## config.mk

```make
export PLATFORM = sky130hd
export DESIGN_NAME = ring_xbar3_switch_alloc_flat
export DESIGN_NICKNAME = d
export VERILOG_FILES = /design/src/rtl/ring_xbar3_switch_alloc_if.sv /design/src/rtl/ring_xbar3_switch_alloc.sv /design/src/flat_wrapper.sv
export SDC_FILE = /design/constraint.sdc
export NUM_CORES = 1
export LEC_CHECK = 0
export BUFFER_PORTS_ARGS = -buffer_cell sky130_fd_sc_hd__buf_2
export CAP_MARGIN = 15
export CORE_ASPECT_RATIO = 1.75
export CORE_MARGIN = 2
export CORE_UTILIZATION = 63
export CTS_BUF_LIST = sky130_fd_sc_hd__clkbuf_4
export DETAILED_ROUTE_END_ITERATION = 8
export GPL_TIMING_DRIVEN = 0
export PLACE_DENSITY = 0.95
export SETUP_SLACK_MARGIN = 0.2
export SYNTH_ARGS = -nofsm -noshare
export SYNTH_HDL_FRONTEND = slang
export SYNTH_SLANG_ARGS = --single-unit
```

## constraint.sdc

```tcl
create_clock -name clk -period 8.7 [get_ports clk]
set_clock_uncertainty 0.1 [all_clocks]
set_input_delay 1.74 -clock clk [delete_from_list [all_inputs] [get_ports clk]]
set_output_delay 1.74 -clock clk [all_outputs]
set_load 0.005 [all_outputs]
```

## src/rtl/ring_xbar3_switch_alloc_if.sv

```systemverilog
// Handshake and select bundle between the ring router ports and its 3x3 switch allocator.
// master drives flits and downstream readiness; slave is the allocator.
interface ring_xbar3_switch_alloc_if;
    logic       in0_val, in1_val, in2_val;
    logic [1:0] in0_dest, in1_dest, in2_dest;
    logic       in0_tail, in1_tail, in2_tail;
    logic       in0_rdy, in1_rdy, in2_rdy;
    logic       out0_val, out1_val, out2_val;
    logic       out0_rdy, out1_rdy, out2_rdy;
    logic [1:0] sel0, sel1, sel2;

    modport master (
        output in0_val, in1_val, in2_val,
        output in0_dest, in1_dest, in2_dest,
        output in0_tail, in1_tail, in2_tail,
        output out0_rdy, out1_rdy, out2_rdy,
        input  in0_rdy, in1_rdy, in2_rdy,
        input  out0_val, out1_val, out2_val,
        input  sel0, sel1, sel2
    );

    modport slave (
        input  in0_val, in1_val, in2_val,
        input  in0_dest, in1_dest, in2_dest,
        input  in0_tail, in1_tail, in2_tail,
        input  out0_rdy, out1_rdy, out2_rdy,
        output in0_rdy, in1_rdy, in2_rdy,
        output out0_val, out1_val, out2_val,
        output sel0, sel1, sel2
    );
endinterface

```

## src/rtl/ring_xbar3_switch_alloc.sv

```systemverilog
// Switch allocator for the 3x3 ring crossbar: per-output round-robin arbitration
// with packet locking, zero-latency idle grant and held mux selects.
module ring_xbar3_switch_alloc #(
    parameter int p_ninputs = 3
) (
    input  logic                     clk,
    input  logic                     reset,
    input  logic                     domain,
    ring_xbar3_switch_alloc_if.slave bus
);
    typedef enum logic {IDLE, LOCKED} mode_t;

    logic       val   [p_ninputs];
    logic [1:0] dest  [p_ninputs];
    logic       tail  [p_ninputs];
    logic       ordy  [p_ninputs];

    mode_t      mode  [p_ninputs];
    logic [1:0] owner [p_ninputs];
    logic [1:0] prio  [p_ninputs];
    logic [1:0] sel_q [p_ninputs];

    logic       gnt_v [p_ninputs];
    logic [1:0] gnt   [p_ninputs];
    logic       oval  [p_ninputs];
    logic [1:0] sel   [p_ninputs];
    logic       irdy  [p_ninputs];
    logic       xfer  [p_ninputs];

    // domain is a security label only; it never steers the datapath
    logic unused_domain;
    assign unused_domain = domain;

    function automatic logic [1:0] next_idx(input logic [1:0] x);
        return (x == 2'd2) ? 2'd0 : x + 2'd1;
    endfunction

    assign val[0]  = bus.in0_val;   assign val[1]  = bus.in1_val;   assign val[2]  = bus.in2_val;
    assign dest[0] = bus.in0_dest;  assign dest[1] = bus.in1_dest;  assign dest[2] = bus.in2_dest;
    assign tail[0] = bus.in0_tail;  assign tail[1] = bus.in1_tail;  assign tail[2] = bus.in2_tail;
    assign ordy[0] = bus.out0_rdy;  assign ordy[1] = bus.out1_rdy;  assign ordy[2] = bus.out2_rdy;

    assign bus.in0_rdy  = irdy[0];  assign bus.in1_rdy  = irdy[1];  assign bus.in2_rdy  = irdy[2];
    assign bus.out0_val = oval[0];  assign bus.out1_val = oval[1];  assign bus.out2_val = oval[2];
    assign bus.sel0     = sel[0];   assign bus.sel1     = sel[1];   assign bus.sel2     = sel[2];

    // A locked output stays with its owner; an idle one scans from prio round the ring.
    always_comb begin
        logic [1:0] cand;
        cand = 2'd0;
        for (int j = 0; j < p_ninputs; j++) begin
            gnt_v[j] = 1'b0;
            gnt[j]   = 2'd0;
            if (mode[j] == LOCKED) begin
                gnt_v[j] = 1'b1;
                gnt[j]   = owner[j];
            end else begin
                cand = prio[j];
                for (int k = 0; k < p_ninputs; k++) begin
                    if (!gnt_v[j] && val[cand] && dest[cand] == 2'(j)) begin
                        gnt_v[j] = 1'b1;
                        gnt[j]   = cand;
                    end
                    cand = next_idx(cand);
                end
            end
            oval[j] = !reset && gnt_v[j] && val[gnt[j]];
            sel[j]  = reset ? 2'd0 : (gnt_v[j] ? gnt[j] : sel_q[j]);
            xfer[j] = oval[j] && ordy[j];
        end
    end

    always_comb begin
        for (int i = 0; i < p_ninputs; i++) begin
            irdy[i] = 1'b0;
            if (!reset && dest[i] != 2'd3)
                irdy[i] = gnt_v[dest[i]] && gnt[dest[i]] == 2'(i) && ordy[dest[i]];
        end
    end

    // A tail transfer releases the output and rotates priority past the grantee.
    always_ff @(posedge clk) begin
        if (reset) begin
            for (int j = 0; j < p_ninputs; j++) begin
                mode[j]  <= IDLE;
                owner[j] <= 2'd0;
                prio[j]  <= 2'd0;
                sel_q[j] <= 2'd0;
            end
        end else begin
            for (int j = 0; j < p_ninputs; j++) begin
                if (xfer[j]) begin
                    sel_q[j] <= gnt[j];
                    if (tail[gnt[j]]) begin
                        mode[j] <= IDLE;
                        prio[j] <= next_idx(gnt[j]);
                    end else if (mode[j] == IDLE) begin
                        mode[j]  <= LOCKED;
                        owner[j] <= gnt[j];
                    end
                end
            end
        end
    end
endmodule
```

## src/flat_wrapper.sv

```systemverilog
// flat-port wrapper written by rule: the top's interface ports become plain ports
module ring_xbar3_switch_alloc_flat 
#(
    parameter int p_ninputs = 3
)
  (clk, reset, domain, bus_in0_val, bus_in1_val, bus_in2_val, bus_in0_dest, bus_in1_dest, bus_in2_dest, bus_in0_tail, bus_in1_tail, bus_in2_tail, bus_out0_rdy, bus_out1_rdy, bus_out2_rdy, bus_in0_rdy, bus_in1_rdy, bus_in2_rdy, bus_out0_val, bus_out1_val, bus_out2_val, bus_sel0, bus_sel1, bus_sel2);
  ring_xbar3_switch_alloc_if bus_i ();
  input  logic clk;
  input  logic reset;
  input  logic domain;
  input wire logic [$bits(bus_i.in0_val)-1:0] bus_in0_val;
  input wire logic [$bits(bus_i.in1_val)-1:0] bus_in1_val;
  input wire logic [$bits(bus_i.in2_val)-1:0] bus_in2_val;
  input wire logic [$bits(bus_i.in0_dest)-1:0] bus_in0_dest;
  input wire logic [$bits(bus_i.in1_dest)-1:0] bus_in1_dest;
  input wire logic [$bits(bus_i.in2_dest)-1:0] bus_in2_dest;
  input wire logic [$bits(bus_i.in0_tail)-1:0] bus_in0_tail;
  input wire logic [$bits(bus_i.in1_tail)-1:0] bus_in1_tail;
  input wire logic [$bits(bus_i.in2_tail)-1:0] bus_in2_tail;
  input wire logic [$bits(bus_i.out0_rdy)-1:0] bus_out0_rdy;
  input wire logic [$bits(bus_i.out1_rdy)-1:0] bus_out1_rdy;
  input wire logic [$bits(bus_i.out2_rdy)-1:0] bus_out2_rdy;
  output wire logic [$bits(bus_i.in0_rdy)-1:0] bus_in0_rdy;
  output wire logic [$bits(bus_i.in1_rdy)-1:0] bus_in1_rdy;
  output wire logic [$bits(bus_i.in2_rdy)-1:0] bus_in2_rdy;
  output wire logic [$bits(bus_i.out0_val)-1:0] bus_out0_val;
  output wire logic [$bits(bus_i.out1_val)-1:0] bus_out1_val;
  output wire logic [$bits(bus_i.out2_val)-1:0] bus_out2_val;
  output wire logic [$bits(bus_i.sel0)-1:0] bus_sel0;
  output wire logic [$bits(bus_i.sel1)-1:0] bus_sel1;
  output wire logic [$bits(bus_i.sel2)-1:0] bus_sel2;
  assign bus_i.in0_val = bus_in0_val;
  assign bus_i.in1_val = bus_in1_val;
  assign bus_i.in2_val = bus_in2_val;
  assign bus_i.in0_dest = bus_in0_dest;
  assign bus_i.in1_dest = bus_in1_dest;
  assign bus_i.in2_dest = bus_in2_dest;
  assign bus_i.in0_tail = bus_in0_tail;
  assign bus_i.in1_tail = bus_in1_tail;
  assign bus_i.in2_tail = bus_in2_tail;
  assign bus_i.out0_rdy = bus_out0_rdy;
  assign bus_i.out1_rdy = bus_out1_rdy;
  assign bus_i.out2_rdy = bus_out2_rdy;
  assign bus_in0_rdy = bus_i.in0_rdy;
  assign bus_in1_rdy = bus_i.in1_rdy;
  assign bus_in2_rdy = bus_i.in2_rdy;
  assign bus_out0_val = bus_i.out0_val;
  assign bus_out1_val = bus_i.out1_val;
  assign bus_out2_val = bus_i.out2_val;
  assign bus_sel0 = bus_i.sel0;
  assign bus_sel1 = bus_i.sel1;
  assign bus_sel2 = bus_i.sel2;
  ring_xbar3_switch_alloc #(.p_ninputs(p_ninputs)) u_core (.clk(clk), .reset(reset), .domain(domain), .bus(bus_i));
endmodule
```

After elaboration in Yosys (flattened, before gate mapping)
Memories as Yosys holds them, arrays and structs flattened.
Index checks and enable logic that the tools add are counted.
{"block": "op_classes", "addsub": 9, "magnitude_cmp": 15, "eq_ne": 20, "muxes": 200, "bitwise": 30, "n_reduce_logical": 44}
{"cell": "$mux 2", "count": 60}
{"cell": "$mux 1", "count": 107}
{"cell": "$bmux 2 s2", "count": 12}
{"cell": "$ge 3x3->1 const B", "count": 15}
{"cell": "$not 2->3", "count": 15}
{"cell": "$bmux 1 s2", "count": 21}
{"cell": "$logic_and 1x1->1", "count": 33}
{"cell": "$eq 2x2->1 const B", "count": 13}
{"cell": "$add 2x1->2 const B", "count": 9}
{"cell": "$or 1x1->1", "count": 15}
{"cell": "$eq 2x1->1 const B", "count": 4}
{"cell": "$logic_not 2->1", "count": 4}
{"cell": "$logic_not 1->1", "count": 7}
{"cell": "$ne 2x2->1 const B", "count": 3}
{"block": "word_totals", "reg_bits": 0, "ramBits": 21, "input_bits": 18, "output_inout_bits": 12, "memories": 4}
{"name": "u_core.owner", "depth": 3, "word_bits": 2, "rd": 3, "rd_clocked_by_memory_dff": 0, "wr": 3, "line_no": "ring_xbar3_switch_alloc.sv:19", "text": "logic [1:0] owner [p_ninputs];"}
{"name": "u_core.prio", "depth": 3, "word_bits": 2, "rd": 3, "rd_clocked_by_memory_dff": 0, "wr": 3, "line_no": "ring_xbar3_switch_alloc.sv:20", "text": "logic [1:0] prio [p_ninputs];"}
{"name": "u_core.sel_q", "depth": 3, "word_bits": 2, "rd": 3, "rd_clocked_by_memory_dff": 0, "wr": 3, "line_no": "ring_xbar3_switch_alloc.sv:21", "text": "logic [1:0] sel_q [p_ninputs];"}
{"name": "u_core.mode", "depth": 3, "word_bits": 1, "rd": 3, "rd_clocked_by_memory_dff": 0, "wr": 3, "line_no": "ring_xbar3_switch_alloc.sv:18", "text": "mode_t mode [p_ninputs];"}

Longest topological paths before layout
Gate-level depths: netlist (run 1).
{"block": "logic_depth", "word_depth": 29, "depth_mapped": 9, "ltp_nobuf": 8}

Worst setup path after synthesis (run 1)
Ideal clock, no wire load.
{"block": "synth_timing", "path_kind": "input to output", "start": "input bus_in0_dest[1]", "end": "output bus_in0_rdy", "arrival_ns": 3.563, "setup_slack_ns": 3.297, "stages": 7, "path_cell_list": "or4b_1 -> nor3b_2 -> a21o_2 -> buf_6 -> or4_1 -> a21o_1 -> a21oi_1"}
{"block": "synth_via", "elab_chain_cells": 24, "word_cells_on_any_way": 103, "classes_between": "eq/ne: 7; mux: 67; bitwise: 1; reduce/logical: 28"}
{"element": "start, declared", "line_no": "flat_wrapper.sv:14", "text": "input wire logic [$bits(bus_i.in0_dest)-1:0] bus_in0_dest;"}
{"element": "$bmux 2 s2", "line_no": "ring_xbar3_switch_alloc.sv:60", "text": "if (!gnt_v[j] && val[cand] && dest[cand] == 2'(j)) begin"}
{"element": "$mux 2 (not written as such) (2 in a row)", "line_no": "ring_xbar3_switch_alloc.sv:60"}
{"element": "$eq 2x2->1 (tied with other cells)", "line_no": "ring_xbar3_switch_alloc.sv:60"}
{"element": "$logic_and 1x1->1", "line_no": "ring_xbar3_switch_alloc.sv:60"}
{"element": "$mux 1", "line_no": "ring_xbar3_switch_alloc.sv:60"}
{"element": "$mux 1", "line_no": "ring_xbar3_switch_alloc.sv:54", "text": "if (mode[j] == LOCKED) begin"}
{"element": "$logic_not 1->1", "line_no": "ring_xbar3_switch_alloc.sv:60"}
{"element": "$logic_and 1x1->1 (2 in a row)", "line_no": "ring_xbar3_switch_alloc.sv:60"}
{"element": "[... 3 more ...]"}
{"element": "$logic_and 1x1->1 (2 in a row)", "line_no": "ring_xbar3_switch_alloc.sv:60"}
{"element": "$mux 2", "line_no": "ring_xbar3_switch_alloc.sv:60"}
{"element": "$mux 2", "line_no": "ring_xbar3_switch_alloc.sv:54"}
{"element": "$bmux 2 s2", "line_no": "ring_xbar3_switch_alloc.sv:77", "text": "irdy[i] = gnt_v[dest[i]] && gnt[dest[i]] == 2'(i) && ordy[dest[i]];"}
{"element": "$mux 2 (not written as such) (2 in a row)", "line_no": "ring_xbar3_switch_alloc.sv:77"}
{"element": "$logic_not 2->1", "line_no": "ring_xbar3_switch_alloc.sv:77"}
{"element": "$logic_and 1x1->1 (2 in a row)", "line_no": "ring_xbar3_switch_alloc.sv:77"}
{"element": "$mux 1 (*)", "line_no": "ring_xbar3_switch_alloc.sv:76", "text": "if (!reset && dest[i] != 2'd3)"}
{"element": "end, declared", "line_no": "flat_wrapper.sv:23", "text": "output wire logic [$bits(bus_i.in0_rdy)-1:0] bus_in0_rdy;"}
Every way passes the cells marked *; elsewhere a longest branch is shown, timed or not. The select of a mux whose other input is x is not followed.

Final worst setup path (run 1)
{"block": "layout_timing", "start": "input bus_in2_val", "end": "output bus_in0_rdy"}
{"block": "layout_via", "elab_chain_cells": 23, "word_cells_on_any_way": 88, "classes_between": "mux: 64; reduce/logical: 24"}
{"element": "start, declared", "line_no": "flat_wrapper.sv:13", "text": "input wire logic [$bits(bus_i.in2_val)-1:0] bus_in2_val;"}
{"element": "$bmux 1 s2", "line_no": "ring_xbar3_switch_alloc.sv:60"}
{"element": "$mux 1 (not written as such) (2 in a row)", "line_no": "ring_xbar3_switch_alloc.sv:60"}
{"element": "$logic_and 1x1->1", "line_no": "ring_xbar3_switch_alloc.sv:60"}
{"element": "$mux 1", "line_no": "ring_xbar3_switch_alloc.sv:60"}
{"element": "$mux 1", "line_no": "ring_xbar3_switch_alloc.sv:54"}
{"element": "$logic_not 1->1", "line_no": "ring_xbar3_switch_alloc.sv:60"}
{"element": "$logic_and 1x1->1 (2 in a row)", "line_no": "ring_xbar3_switch_alloc.sv:60"}
{"element": "$mux 1", "line_no": "ring_xbar3_switch_alloc.sv:60"}
{"element": "[... 2 more ...]"}
{"element": "$logic_and 1x1->1 (2 in a row)", "line_no": "ring_xbar3_switch_alloc.sv:60"}
{"element": "$mux 2", "line_no": "ring_xbar3_switch_alloc.sv:60"}
{"element": "$mux 2", "line_no": "ring_xbar3_switch_alloc.sv:54"}
{"element": "$bmux 2 s2", "line_no": "ring_xbar3_switch_alloc.sv:77"}
{"element": "$mux 2 (not written as such) (2 in a row)", "line_no": "ring_xbar3_switch_alloc.sv:77"}
{"element": "$logic_not 2->1", "line_no": "ring_xbar3_switch_alloc.sv:77"}
{"element": "$logic_and 1x1->1 (*) (2 in a row)", "line_no": "ring_xbar3_switch_alloc.sv:77"}
{"element": "$mux 1 (*)", "line_no": "ring_xbar3_switch_alloc.sv:76"}
Marks and branches as above.

==> results of run 1 <==
-- cells by family after synthesis --
group,after synthesis
AO/OA/AOI/OAI,50
adder cells (fa/ha/maj),3
buffers and inverters,24
flip-flops,21
multiplexers,5
AND/OR/NAND/NOR,105
-- layout make-up --
cell class | count | area [sq um] | share of cell area (%)
buffer | 8 | 81.3 | 3.95
sequential | 21 | 621 | 30.1
tap | 28 | 35.0 | 1.70
inverter | 16 | 60.1 | 2.91
multi-input combinational | 163 | 1100 | 53.6
clock buffer | 4 | 30.0 | 1.46
timing repair buffer | 26 | 130 | 6.31
-- cells in the mapped netlist, types with 2 or more instances --
cell | count | share of area [%]
nor2_1 | 23 | 4.6
edfxtp_1 | 20 | 32
nand2_1 | 15 | 3.0
a21oi_1 | 14 | 3.8
inv_1 | 13 | 2.6
nand3_1 | 10 | 2.7
nor3_1 | 10 | 2.7
o21ai_0 | 10 | 2.7
mux2i_1 | 5 | 2.7
or2_2 | 5 | 1.7
a211oi_1 | 4 | 1.6
a21o_1 | 3 | 1.2
and2_1 | 3 | 1.0
buf_6 | 3 | 1.8
ha_1 | 3 | 2.0
inv_2 | 3 | 0.60
nor3b_1 | 3 | 1.2
nor4_1 | 3 | 1.0
a21o_2 | 2 | 0.94
a22o_2 | 2 | 1.1
and3_1 | 2 | 0.67
and3b_1 | 2 | 0.94
and3b_2 | 2 | 1.1
and4bb_2 | 2 | 1.3
dlygate4sd1_1 | 2 | 0.94
nand2b_1 | 2 | 0.67
nand3b_1 | 2 | 0.80
nand4_1 | 2 | 0.67
nand4b_1 | 2 | 0.94
nor2b_1 | 2 | 0.67
nor3b_2 | 2 | 1.3
nor4b_1 | 2 | 0.94
o41ai_1 | 2 | 0.94
or4_1 | 2 | 0.80
-- layer usage --
layer / up-vias / track usage (%)
met2: 122 / 51.9
met4: 0 / 16.2
met3: 19 / 2.37
met5: - / 0
li1: 846 / -
met1: 848 / 37.5
-- per-stage QoR --
step                      hold slack, ns  instance area (sq um)  total power [W]  utilization, %  cells
after floorplan                    0.561                   1870         0.000172               -    208
final                              0.607                   2060         0.000246            72.0    266
after detailed placement           0.589                   2030         0.000194            70.9    262
after CTS                          0.607                   2060         0.000244            72.0    266
after global routing               0.623                   2060         0.000256            72.0    266
after global placement             0.585                   2030         0.000192            70.9    262
-- power groups by stage --
stage | sequential, W | clock [W] | combinational [W]
2_1_floorplan | 0.000122 | 0 | 0.0000494
3_3_place_gp | 0.000123 | 0 | 0.0000692
3_5_place_dp | 0.000124 | 0 | 0.0000709
4_1_cts | 0.000121 | 0.0000518 | 0.0000714
5_1_grt | 0.000122 | 0.0000542 | 0.0000793
6_report | 0.000121 | 0.0000518 | 0.0000726
-- state kept, by name, indices dropped and copies added, names as in the netlist --
name / flops
u_core.mode: 3
u_core.owner: 6
u_core.prio: 6
u_core.sel_q: 6
-- worst reg2reg max path, stage by stage, from the launching register on --
cell and delay (ns):
edfxtp_1 0.44, nor4bb_2 0.33, o21ai_0 0.11, a22o_2 0.26, inv_2 0.19, mux2i_1 0.34
o21ai_2 0.19, a311oi_2 0.60, nor2_1 0.11
-- worst min-delay path by stage --
stage                          end  slack, ns
floorplan           u_core.mode[2]       0.56
global placement    u_core.mode[2]       0.58
finish              u_core.mode[2]       0.61
global route        u_core.mode[2]       0.62
detailed placement  u_core.mode[2]       0.59
CTS                 u_core.mode[2]       0.61
-- placed cells by master, fill, tap and decap left out, types with 3 or more instances in the layout --
cell type  count
clkbuf_4       4
a211oi_1       4
nand3_1       10
a21oi_1       14
nor3b_1        3
inv_1         13
ha_1           3
edfxtp_1      20
and2_1         3
nand2_1       15
buf_2         26
nor3_1        10
or2_2          5
mux2i_1        5
nor4_1         3
o21ai_0       10
a21o_1         3
nor2_1        23
buf_6          3
inv_2          3
==> results.yml, run 1 <==
status:
  status: "complete, no violations"
worst_setup_path:
  r2r-end: "u_core.owner[0][5]"
  crit_path_cell_trace: "buf_2, inv_1, a2111o_1, and3_2, dlygate4sd1_1, nand2b_1, or4_1, a21o_1, a21oi_1, buf_2"
  ff2ff_path_depth: 8
  ff2ff_setup_slack_ns: 5.78
  critPathCaptureType: "primary output"
  worst_path_most_repeated_cell: "buf_2"
  start_kind: "primary input"
  cpMaxStageDelayCell: "or4_1"
  crit_family: "simple AND/OR/NAND/NOR gates"
  worst-path-buf-inv: 4
  cp_max_fo: 8
  cp-endpoint: "bus_in0_rdy"
  arrival_ns: 3.99
  worstPathRequired_ns: 6.86
  rr_startpoint: "u_core.prio[0][2]"
  slowest_delay_ns: 0.39
  critPathLaunch: "bus_in2_val"
  crit_cells: 10
  crit_type: "in -> out"
routing:
  routed.top_layer: "met4"
  drt-met1-wl_microns: 1750
  wirelength_microns: 4950
  routed-wl-met2_microns: 2620
  via_per_inst: 6.90
  drc: 0
  first_pass_iters: 5
  first_iter_violations: 106
  post_drt_wl_per_cell_microns: 18.6
  final_antenna_net_count: 0
  wl_met3_microns: 401
  vias: 1835
global_route:
  grt_pass1_wl_microns: 8060
  first_global_vias: 1774
  gr-total-overflow: 0
  antenna_found_initial: 0
  grt_use_total_pct: 31.0
  grt_max_degree: 12
timing:
  max_freq_mhz: 171
  hold_viol_final: 0
  setup_viol: 0
  worst_pin_slew_ns: 0.720
  min_period_ns: 5.83
  tns_ns: 0
  rsz0062_at_grt: "no"
  fin_crit_sh_pct: 67.0
  slew_headroom_pct: 51.5
  maxSlewViolCount: 0
  layout_setup_ws_ns: 2.87
die:
  io_pins: 30
  die_y_microns: 76.0
  initial_core_util_pct: 65.2
  dieArea_sq_um: 3430
  coreArea_sq_um: 2860
  num_rows: 26
  die_w_microns: 45.1
finish:
  drive_above_1_share_pct: 26.9
  num_antenna_cells: 0
  syn_to_final_growth_pct: 10.5
  num-fill-cells: 227
  nNetsFinal: 260
pwr:
  ir_drop_mv: 0.0786
  switchingPower_w: 0.0000786
  switching_share_pct: 32.0
  pwr-share-clk_pct: 21.1
  internal_power_w: 0.000167
  p_leak_nw: 0.867
  combPwrFrac_pct: 29.5
  pwr-share-seq_pct: 49.4
  powerDensity_nw_per_um2: 119
logic_synthesis:
  synth.area.mux_share_pct: 2.68
  synth-edff-count: 20
  synth.avg_cell_area_sq_um: 8.97
  synthSimpleGateAreaFrac_pct: 33.7
  synth_top_family_by_area: "simple AND/OR/NAND/NOR gates"
  synth.net_count: 229
  async_flop_share_pct: 0
  yosysSeqAreaShare_pct: 33.3
  synth_top_flop_cell: "edfxtp_1"
  syn_area_sq_um: 1870
  synth_adder_area_share_pct: 2.01
  yosys_register_bits: 21
  synth_warnings: 0
  synth_xor_area_share_pct: 0
  yosysUniqueCellTypes: 60
  synth_compound_area_share_pct: 20.8
  synthCells: 208
clocking:
  clkSinkCount: 21
  cts_max_level: 1
  clockRootBuffer: "clkbuf_4"
  ctsResizeCount: 0
  cts_inserted_buffers: 3
  cts_tree: "built"
  postCtsSetupBuffers: 0
  cts_hold_buf: 0
  clock_latency_ns: 0.31
  clk_path_buf_depth: 2
  path_clk_slew_ns: 0.12
placement:
  post-place-ws_ns: 2.89
  port_buffers: 26
  dp_hpwl_microns: 3810
  gp_congestion: 0.995
hold_path:
  worstHoldPathCells: 3
  min_from: "u_core.mode[2]"
  hold_class: "reg -> reg"
run:
  cap_violations: 0
(Power assumes the default switching activity.)
==> inputs of run 2 (changes only) <==
--- a/config.mk
+++ b/config.mk
@@ -9,11 +9,11 @@
 export CAP_MARGIN = 15
 export CORE_ASPECT_RATIO = 1.75
 export CORE_MARGIN = 2
-export CORE_UTILIZATION = 63
+export CORE_UTILIZATION = 53
 export CTS_BUF_LIST = sky130_fd_sc_hd__clkbuf_4
 export DETAILED_ROUTE_END_ITERATION = 8
 export GPL_TIMING_DRIVEN = 0
-export PLACE_DENSITY = 0.95
+export PLACE_DENSITY = 0.85
 export SETUP_SLACK_MARGIN = 0.2
 export SYNTH_ARGS = -nofsm -noshare
 export SYNTH_HDL_FRONTEND = slang
==> constraint.sdc (replaced) <==
create_clock -name clk -period 4.7 [get_ports clk]
set_clock_uncertainty 0.1 [all_clocks]
set_input_delay 0.94 -clock clk [delete_from_list [all_inputs] [get_ports clk]]
set_output_delay 0.94 -clock clk [all_outputs]
set_load 0.005 [all_outputs]
==> results.yml, run 2 (synthesized netlist as in run 1, its figures left out) <==
status:
  status: "complete, no violations"
timing:
  max_freq_mhz: 236
  maxSlewViolCount: 0
  tns_ns: 0
  slew_headroom_pct: 56.3
  setup_viol: 0
  worst_pin_slew_ns: 0.649
  fin_crit_sh_pct: 90.0
  min_period_ns: 4.23
  rsz0062_at_grt: "no"
  hold_viol_final: 0
worst_setup_path:
  slowest_delay_ns: 0.40
  worst-path-buf-inv: 4
  worst_path_most_repeated_cell: "buf_2"
  crit_family: "simple AND/OR/NAND/NOR gates"
  cp_max_fo: 8
  crit_path_cell_trace: "buf_2, inv_1, a2111o_1, and3_2, dlygate4sd1_1, nand2b_1, or4_1, a21o_1, a21oi_1, buf_2"
  worstPathRequired_ns: 3.66
  arrival_ns: 3.19
  critPathCaptureType: "primary output"
  crit_type: "in -> out"
  start_kind: "primary input"
  cpMaxStageDelayCell: "or4_1"
clocking:
  clock_latency_ns: 0.31
  clk_path_buf_depth: 2
  cts_max_level: 1
  cts_hold_buf: 0
  clkSinkCount: 21
  cts_inserted_buffers: 3
  clockRootBuffer: "clkbuf_4"
  path_clk_slew_ns: 0.12
  ctsResizeCount: 0
  postCtsSetupBuffers: 0
  cts_tree: "built"
die:
  num_rows: 28
  die_w_microns: 48.9
  io_pins: 30
  dieArea_sq_um: 4030
  coreArea_sq_um: 3360
  die_y_microns: 82.5
  initial_core_util_pct: 55.5
placement:
  port_buffers: 26
  dp_cells: 279
  gp_congestion: 0.985
  dp_hpwl_microns: 3780
pwr:
  powerDensity_nw_per_um2: 219
  pwr-share-seq_pct: 49.4
  internal_power_w: 0.000310
  ir_drop_mv: 0.141
  p_leak_nw: 0.867
  switchingPower_w: 0.000146
  pwr-share-clk_pct: 21.1
  combPwrFrac_pct: 29.5
  switching_share_pct: 32.0
global_route:
  antenna_found_initial: 0
  grt_use_total_pct: 26.0
  first_global_vias: 1745
  grt_max_degree: 12
  gr-total-overflow: 0
  grt_pass1_wl_microns: 8040
routing:
  via_per_inst: 6.35
  post_drt_wl_per_cell_microns: 17.9
  final_antenna_net_count: 0
  first_pass_iters: 5
  wirelength_microns: 5050
  first_iter_violations: 104
  vias: 1798
  drc: 0
finish:
  syn_to_final_growth_pct: 11.6
  top_regs: "u_core.owner: 6 flops, u_core.prio: 6 flops, u_core.sel_q: 6 flops"
  drive_above_1_share_pct: 26.9
  nNetsFinal: 260
  mostFrequentLayoutCells: "26 x buf_2, 23 x nor2_1, 20 x edfxtp_1"
  ff_latch_area_sq_um: 621
  num_antenna_cells: 0
  layout_commonest_cell: "buf_2"
  final_cells: 283
  num-fill-cells: 331
  multi_input_area_sq_um: 1100
hold_path:
  hold_class: "reg -> reg"
run:
  cap_violations: 0
run 2: cell counts in the layout (fill, tap and decap cells not counted):
No cell type changed its count.
run 2: cell type report:
cell class | count | share of cell area (%)
Clock buffer | 4 | 1.44
Timing Repair Buffer | 26 | 6.25
Sequential cell | 21 | 29.8
Buffer | 8 | 3.91
Tap cell | 45 | 2.70
Inverter | 16 | 2.88
Multi-Input combinational cell | 163 | 53.0
run 2: final timing paths:
| check | start | end | slack [ns] | depth (start not counted) |
|---|---|---|---|---|
| max | bus_in2_val | bus_in1_rdy | 0.47 | 10 |
| min | u_core.mode[2] | u_core.mode[2] | 0.62 | 3 |
| max reg2reg | u_core.mode[1] | u_core.owner[0][2] | 1.83 | 8 |
| min reg2reg | u_core.mode[2] | u_core.mode[2] | 0.62 | 3 |
run 2: per-stage QoR:
| stage | setup slack [ns] | utilization (%) | power (W) | hold slack [ns] | instance area, sq um |
|---|---|---|---|---|---|
| global route | 0.340 | 61.9 | 0.000472 | 0.662 | 2080 |
| floorplan | 0.897 | - | 0.000318 | 0.561 | 1870 |
| finish | 0.471 | 61.9 | 0.000456 | 0.622 | 2080 |
| global placement | 0.500 | 61.0 | 0.000357 | 0.585 | 2050 |
| CTS | 0.488 | 61.9 | 0.000452 | 0.632 | 2080 |
| detailed placement | 0.498 | 61.0 | 0.000359 | 0.611 | 2050 |
run 2: per-layer routing:
metal  wire, microns  vias to the layer above  track usage (%)
met1            1900                      824             28.3
met4             257                        0             16.3
li1                -                      848                -
met2            2530                      103             48.5
met5               0                        -                0
met3             365                       23             2.34
run 2: power groups by stage:
| stage | clock [W] | sequential, W | combinational (W) |
|---|---|---|---|
| floorplan | 0 | 0.000226 | 0.0000914 |
| global placement | 0 | 0.000228 | 0.000129 |
| CTS | 0.0000959 | 0.000225 | 0.000132 |
| detailed placement | 0 | 0.000229 | 0.000131 |
| global route | 0.0000999 | 0.000226 | 0.000146 |
| finish | 0.0000963 | 0.000225 | 0.000134 |
run 2: tightest hold or removal path, cell delays in order (launching register included):
cell      delay (ns)
dfxtp_1         0.32
bufbuf_8        0.25
inv_1           0.06
a21oi_1         0.06
==> inputs of run 3 (changes only) <==
--- a/config.mk
+++ b/config.mk
@@ -13,6 +13,7 @@
 export CTS_BUF_LIST = sky130_fd_sc_hd__clkbuf_4
 export DETAILED_ROUTE_END_ITERATION = 8
 export GPL_TIMING_DRIVEN = 0
+export HOLD_SLACK_MARGIN = 0.02
 export PLACE_DENSITY = 0.85
 export SETUP_SLACK_MARGIN = 0.2
 export SYNTH_ARGS = -nofsm -noshare
==> constraint.sdc (replaced) <==
create_clock -name clk -period 4.7 [get_ports clk]
set_clock_uncertainty 0.1 [all_clocks]
set_input_delay 0.94 -clock clk [delete_from_list [all_inputs] [get_ports clk]]
set_output_delay 0.94 -clock clk [all_outputs]
set_load 0.05 [all_outputs]
==> results.yml, run 3 (synthesized netlist as in run 1, its figures left out) <==
clocking:
  postCtsSetupBuffers: 0
  path_clk_slew_ns: 0.12
  clock_latency_ns: 0.31
  clk_path_buf_depth: 2
  cts_inserted_buffers: 3
  cts_tree: "built"
  cts_max_level: 1
  clkSinkCount: 21
  clockRootBuffer: "clkbuf_4"
worst_setup_path:
  start_kind: "primary input"
  worstPathRequired_ns: 3.66
  ff2ff_setup_slack_ns: 1.82
  rr_startpoint: "u_core.mode[1]"
  critPathCaptureType: "primary output"
  cp_max_fo: 8
  crit_type: "in -> out"
  r2r-end: "u_core.owner[0][2]"
  arrival_ns: 3.32
  ff2ff_path_depth: 8
timing:
  tns_ns: 0
  min_period_ns: 4.36
  hold_viol_final: 0
  fin_hold_ws_ns: 0.622
  maxSlewViolCount: 0
  setup_viol: 0
  slew_headroom_pct: 55.1
  worst_pin_slew_ns: 0.667
  layout_setup_ws_ns: 0.340
  max_freq_mhz: 229
  rsz0062_at_grt: "no"
  fin_crit_sh_pct: 92.8
pwr:
  ir_drop_mv: 0.151
  powerDensity_nw_per_um2: 229
  p_leak_nw: 0.867
die:
  coreArea_sq_um: 3360
  dieArea_sq_um: 4030
  die_y_microns: 82.5
  num_rows: 28
  die_w_microns: 48.9
  io_pins: 30
  initial_core_util_pct: 55.5
finish:
  layout_commonest_cell: "buf_2"
  nNetsFinal: 260
  final_cells: 283
  drive_above_1_share_pct: 26.9
  top_regs: "u_core.owner: 6 flops, u_core.prio: 6 flops, u_core.sel_q: 6 flops"
  utilization_pct: 62.0
  num_antenna_cells: 0
  mostFrequentLayoutCells: "25 x buf_2, 23 x nor2_1, 20 x edfxtp_1"
  syn_to_final_growth_pct: 11.7
hold_path:
  hold_path_end: "u_core.mode[2]"
  hold_class: "reg -> reg"
  min_from: "u_core.mode[2]"
  worstHoldPathCells: 3
global_route:
  grt_max_degree: 12
  grt_use_total_pct: 26.0
  gr-total-overflow: 0
  antenna_found_initial: 0
  grt_pass1_wl_microns: 8040
  first_global_vias: 1745
routing:
  drc: 0
  vias: 1802
  first_pass_iters: 5
  via_per_inst: 6.37
  first_iter_violations: 104
  wirelength_microns: 4990
  post_drt_wl_per_cell_microns: 17.6
  final_antenna_net_count: 0
placement:
  post-place-ws_ns: 0.348
  dp_cells: 279
  port_buffers: 26
  dp_hpwl_microns: 3780
  gp_congestion: 0.985
status:
  status: "complete, no violations"
run:
  cap_violations: 0
run 3: area by class of cell:
class / instances / area (sq um)
clock buffers: 4 / 30.0
fillers: 330 / 1280
multi-input cells: 163 / 1100
inverters: 16 / 60.1
flip-flops and latches: 21 / 621
well taps: 45 / 56.3
plain buffers: 8 / 81.3
repair buffers: 26 / 133
run 3: worst max-delay path by stage:
stage                     from      endpoint  slack (ns)  cells past startpoint
2_1_floorplan  bus_in2_dest[0]  bus_out2_val        0.26                      6
3_3_place_gp       bus_in2_val   bus_in1_rdy        0.35                     10
3_5_place_dp       bus_in2_val   bus_in1_rdy        0.35                     10
4_1_cts            bus_in2_val   bus_in1_rdy        0.34                     10
5_1_grt            bus_in2_val   bus_in1_rdy        0.21                     10
6_report           bus_in2_val   bus_in0_rdy        0.34                     10
run 3: timing repair:
action / 4_1_cts / 5_1_grt
setup endpoints to repair: 0 / 1
gates resized for setup: 0 / 1
hold buffers: 0 / 0
run 3: layer usage:
metal | track usage (%) | wire length, microns | vias up
li1 | - | - | 852
met1 | 28.3 | 1840 | 832
met2 | 48.5 | 2530 | 98
met3 | 2.34 | 382 | 20
met4 | 16.3 | 234 | 0
met5 | 0 | 0 | -
run 3: power breakdown:
part           internal, W  leakage [nW]  switching (W)
logic            0.0000534         0.633       0.000102
clock network    0.0000389        0.0184      0.0000574
registers         0.000217         0.216     0.00000745
run 3: worst max-delay path, cell delays in order:
cell           delay, ns
buf_2               0.18
inv_1               0.12
a2111o_1            0.37
and3_2              0.21
dlygate4sd1_1       0.33
nand2b_1            0.19
or4_1               0.39
a21o_1              0.19
a21oi_1             0.12
buf_2               0.29
run 3: metrics by stage:
stage | area (sq um) | total power, W
6_report | 2080 | 0.000477
5_1_grt | 2080 | 0.000494
4_1_cts | 2080 | 0.000474
3_5_place_dp | 2050 | 0.000381
3_3_place_gp | 2050 | 0.000379
2_1_floorplan | 1870 | 0.000339
